## config.mk

```make
export PLATFORM = sky130hd
export DESIGN_NAME = chip_test_sequencer
export DESIGN_NICKNAME = d
export VERILOG_FILES = /design/src/rtl/chip_test_sequencer.sv
export SDC_FILE = /design/constraint.sdc
export NUM_CORES = 1
export LEC_CHECK = 0
export ABC_AREA = 1
export CORE_ASPECT_RATIO = 1.4
export CORE_UTILIZATION = 45
export CTS_CLUSTER_SIZE = 20
export DETAILED_ROUTE_END_ITERATION = 10
export DONT_BUFFER_PORTS = 1
export GPL_TIMING_DRIVEN = 0
export HOLD_SLACK_MARGIN = 0.02
export PLACE_DENSITY_LB_ADDON = 0.12
export SYNTH_ARGS = -nofsm -noshare
export SYNTH_HDL_FRONTEND = slang
export SYNTH_SLANG_ARGS = --single-unit
export TNS_END_PERCENT = 1
```

## constraint.sdc

```tcl
create_clock -name Clk -period 4.2 [get_ports Clk]
set_input_delay 0.21 -clock Clk [delete_from_list [all_inputs] [get_ports Clk]]
set_output_delay 0.21 -clock Clk [all_outputs]
set_load 0.02 [all_outputs]
```

## src/rtl/chip_test_sequencer.sv

```systemverilog
// Start-button front end: pulses Run, waits for Done or a timeout, holds the verdict until the next press.
// Pass/fail tallies are built only when CHIP_TALLY_EN is defined; otherwise PassCount/FailCount read 0.
module chip_test_sequencer #(
  parameter int TIMEOUT_CYCLES = 1048576,
  parameter int CNT_W          = 8
) (
  input  logic             Clk,
  input  logic             Reset,
  input  logic             Start,
  output logic             Run,
  input  logic             Done,
  input  logic             RSLT,
  output logic             DISP_RSLT,
  output logic             Busy,
  output logic             Pass,
  output logic             Fail,
  output logic             Timeout,
  output logic [CNT_W-1:0] PassCount,
  output logic [CNT_W-1:0] FailCount
);
  localparam int            TW   = $clog2(TIMEOUT_CYCLES);
  localparam logic [TW-1:0] TERM = TW'(TIMEOUT_CYCLES - 1);

  typedef enum logic [2:0] {
    S_IDLE,
    S_RUN,
    S_WAIT,
    S_DISPLAY,
    S_CLEAR
  } state_t;

  state_t        r_state;
  state_t        w_next;
  logic          r_sync1;
  logic          r_sync2;
  logic          r_delay;
  logic          w_start_edge;
  logic [TW-1:0] r_cnt;
  logic          w_latch;
  logic          w_good;
  logic          w_timeout;
  logic          r_pass;
  logic          r_fail;
  logic          r_timeout;

  always_ff @(posedge Clk or posedge Reset) begin
    if (Reset) begin
      r_sync1 <= 1'b0;
      r_sync2 <= 1'b0;
      r_delay <= 1'b0;
    end else begin
      r_sync1 <= Start;
      r_sync2 <= r_sync1;
      r_delay <= r_sync2;
    end
  end

  assign w_start_edge = r_sync2 & ~r_delay;

  always_ff @(posedge Clk or posedge Reset) begin
    if (Reset) begin
      r_state <= S_IDLE;
    end else begin
      r_state <= w_next;
    end
  end

  // Done takes priority over the terminal count when both land in the same cycle.
  always_comb begin
    w_next    = r_state;
    w_latch   = 1'b0;
    w_good    = 1'b0;
    w_timeout = 1'b0;
    case (r_state)
      S_IDLE:    if (w_start_edge) w_next = S_RUN;
      S_RUN:     w_next = S_WAIT;
      S_WAIT: begin
        if (Done) begin
          w_latch = 1'b1;
          w_good  = RSLT;
          w_next  = S_DISPLAY;
        end else if (r_cnt == TERM) begin
          w_latch   = 1'b1;
          w_timeout = 1'b1;
          w_next    = S_DISPLAY;
        end
      end
      S_DISPLAY: if (w_start_edge) w_next = S_CLEAR;
      S_CLEAR:   w_next = S_RUN;
      default:   w_next = S_IDLE;
    endcase
  end

  always_ff @(posedge Clk or posedge Reset) begin
    if (Reset) begin
      r_cnt <= '0;
    end else if (r_state == S_RUN) begin
      r_cnt <= '0;
    end else if (r_state == S_WAIT) begin
      r_cnt <= r_cnt + TW'(1);
    end
  end

  always_ff @(posedge Clk or posedge Reset) begin
    if (Reset) begin
      r_pass    <= 1'b0;
      r_fail    <= 1'b0;
      r_timeout <= 1'b0;
    end else if (w_latch) begin
      r_pass    <= w_good;
      r_fail    <= ~w_good;
      r_timeout <= w_timeout;
    end else if (w_next == S_CLEAR) begin
      r_pass    <= 1'b0;
      r_fail    <= 1'b0;
      r_timeout <= 1'b0;
    end
  end

  assign Run       = (r_state == S_RUN);
  assign Busy      = (r_state == S_RUN) || (r_state == S_WAIT);
  assign DISP_RSLT = (r_state == S_DISPLAY);
  assign Pass      = r_pass;
  assign Fail      = r_fail;
  assign Timeout   = r_timeout;

`ifdef CHIP_TALLY_EN
  logic [CNT_W-1:0] r_pass_cnt;
  logic [CNT_W-1:0] r_fail_cnt;

  // Saturating tallies; only Reset clears them.
  always_ff @(posedge Clk or posedge Reset) begin
    if (Reset) begin
      r_pass_cnt <= '0;
      r_fail_cnt <= '0;
    end else if (w_latch) begin
      if (w_good && (r_pass_cnt != '1)) r_pass_cnt <= r_pass_cnt + CNT_W'(1);
      if (!w_good && (r_fail_cnt != '1)) r_fail_cnt <= r_fail_cnt + CNT_W'(1);
    end
  end

  assign PassCount = r_pass_cnt;
  assign FailCount = r_fail_cnt;
`else
  assign PassCount = '0;
  assign FailCount = '0;
`endif

endmodule

```

==> flow_summary.json <==
{
  "outcome": "finished, final reports clean",
  "finalInstanceArea_um2": 2000,
  "synth_fa_ha_area_frac": 0.00709,
  "pwr-share-clk": 0.318,
  "finalSetupViolCount": 0,
  "placed_area_um2": 1870,
  "seq_power_share": 0.389,
  "arrival_ps": 1840,
  "min_path_type": "in -> async",
  "cts_post_setup_buffers_inserted": 0,
  "tightest_slew_ps": 1090,
  "cts_resized": 0,
  "min_period_over_period": 0.385,
  "p_total_uw": 946,
  "syn-mean-instance-area_um2": 7.58,
  "hold_buffers": 1,
  "ys_types": 31,
  "die_area_um2": 4180,
  "drt_iter0_drc": 42,
  "grtUsageTotal": 0.221,
  "overflow": 0,
  "async_flop_share": 1.00,
  "wl_met1_um": 1620,
  "cp.required_ps": 4420,
  "antenna_found_initial": 0,
  "clk_pin_slew_ps": 70,
  "synthMuxAreaShare": 0,
  "power_density_nw_per_um2": 473,
  "die_height_um": 76.1,
  "fin_ws_ps": 2580,
  "maxCapViolCount": 0,
  "rsz0062_at_grt": "no",
  "p_int_uw": 584,
  "ctsHtreeMaxLevel": 2,
  "grt_pass1_wl_um": 6580,
  "start_util": 0.476,
  "critPathKind": "reg -> reg",
  "port_buffers": 0,
  "grt_max_degree": 30,
  "clk_latency_ps": 280,
  "ir_drop_v": 0.000344,
  "synthTopCellsByCount": "nand2_1, nor2_1, dfrtp_1",
  "p_leak_uw": 0.000917,
  "slew_headroom": 0.273,
  "core_um2": 3710,
  "cts_buffers": 5,
  "ys_seq_area_frac": 0.411,
  "drt-total-wl_um": 3770,
  "yosys_most_used_dff": "dfrtp_1",
  "startpoint_type": "flip-flop",
  "fmax_mhz": 619,
  "slew_viol_final": 0,
  "synth_top_family_by_area": "simple AND/OR/NAND/NOR gates",
  "finalHoldViolCount": 0,
  "yosysTopAreaCellShare": 0.411,
  "drtPass1Iterations": 4,
  "clk_path_buf_depth": 2,
  "synth.most_common_cell": "nand2_1",
  "tns_ps": 0,
  "switchingPower_uw": 362,
  "dp_hpwl_um": 2900,
  "p_comb_frac": 0.293,
  "io_pins": 27,
  "rows": 26,
  "synth_top_area_cell": "dfrtp_1",
  "via_count": 1485,
  "yosys.area_share.xor_xnor": 0,
  "fin_skew_ps": 6.98,
  "drc": 0,
  "vias_per_cell": 4.97,
  "highest_layer": "met4",
  "grt_pass1_vias": 1461,
  "dr_wl_met2_um": 1930,
  "ant_nets": 0,
  "gp_congestion": 0.799,
  "synth-compound-area-share": 0.0765,
  "ys_seq_elements": 29,
  "syn_inst": 233,
  "n_antenna_cell": 0,
  "wire_per_inst_um": 12.6,
  "route.met3.wl_um": 111,
  "syn-cell-area_um2": 1770,
  "cts_tree": "built",
  "die_x_um": 54.9,
  "root_buffer": "clkbuf_8",
  "synth_area_leaders": "dfrtp_1, nand2_1, buf_4, nor2_1, inv_1",
  "fillCellCount": 387,
  "cp_max_fo": 6,
  "ys_warn_count": 0,
  "synth-simple-area-share": 0.376,
  "cts_num_sinks": 29,
  "synth-edff-count": 0,
  "postLayoutCoreUtil": 0.539,
  "final.min_clock_period_ps": 1620,
  "syn_to_final_growth_pct": 13.3,
  "swShare": 0.383,
  "critPathCaptureType": "flip-flop",
  "drive_gt1_frac": 0.202,
  "pre_cts_ws_ps": 2580,
  "nNetsFinal": 262
}
-- power groups by stage --
stage	Clock, uW	Combinational [uW]	Sequential (uW)
after CTS	307	280	369
after floorplan	0	221	363
after global routing	313	310	374
after detailed placement	0	279	373
after global placement	0	277	373
final	301	277	368
-- stage by stage --
step	instances	hold WS (ps)
2_1_floorplan	248	241
3_3_place_gp	290	242
3_5_place_dp	290	241
4_1_cts	299	90.3
5_1_grt	299	105
6_report	299	82.5
-- final timing paths --
path / endpoint / from / cells after the start / slack [ps]
hold / removal: r_cnt[16]$_DFFE_PP0P_ / Reset / 1 / 80
min in group Clk: Timeout$_DFFE_PP0P_ / Done / 2 / 90
hold reg to reg: r_sync2$_DFF_PP0_ / r_sync1$_DFF_PP0_ / 0 / 360
setup / recovery: r_cnt[16]$_DFFE_PP0P_ / r_cnt[0]$_DFFE_PP0P_ / 9 / 2580
max in group asynchronous: Fail$_DFFE_PP0P_ / Reset / 1 / 3450
setup reg to reg: r_cnt[16]$_DFFE_PP0P_ / r_cnt[0]$_DFFE_PP0P_ / 9 / 2580
-- routing by layer --
metal,vias up,global-route usage
met5,-,0
met4,0,0.108
met1,681,0.259
li1,768,-
met2,28,0.365
met3,8,0.0439
-- flip-flops by register name, summed over array words and instances, names as in the netlist --
name     flops
r_state      3
r_sync1      1
r_cnt       20
Fail         1
Timeout      1
Pass         1
r_delay      1
r_sync2      1
-- worst max-delay path: stages (launching register included) --
cell and delay, ps:
dfrtp_1 450, ha_1 290, nand2_1 140, nor2_2 110, nand2_2 90, nor2_2 110
nand3_1 120, nand2_1 80, nand2_1 50, a21oi_2 100
-- layout make-up --
type                            count  area [um2]  share of cell area
Clock buffer                        7        86.3              0.0432
Clock inverter                      1        30.0              0.0150
Timing Repair Buffer                1        10.0             0.00500
Multi-Input combinational cell    176         872               0.436
Buffer                             18         130              0.0650
Sequential cell                    29         726               0.363
Inverter                           25        93.8              0.0469
Tap cell                           42        52.6              0.0263
-- cells in the final DEF, fill, tap and decap left out, types with 6 or more instances in the layout --
| master | n |
|---|---|
| nand2_1 | 58 |
| nand4_1 | 11 |
| nor2_1 | 30 |
| conb_1 | 16 |
| o21ai_0 | 7 |
| buf_4 | 16 |
| a21oi_1 | 6 |
| dfrtp_1 | 29 |
| inv_1 | 19 |
| clkbuf_8 | 6 |
| nand3_1 | 12 |
-- cell families after synthesis --
family	count (synthesis)
AOI/OAI and AO/OA	23
adders and majority gates	1
buffers and inverters	43
DFF	29
other	1
and+or+nand+nor	136
(Power assumes the default switching activity.)
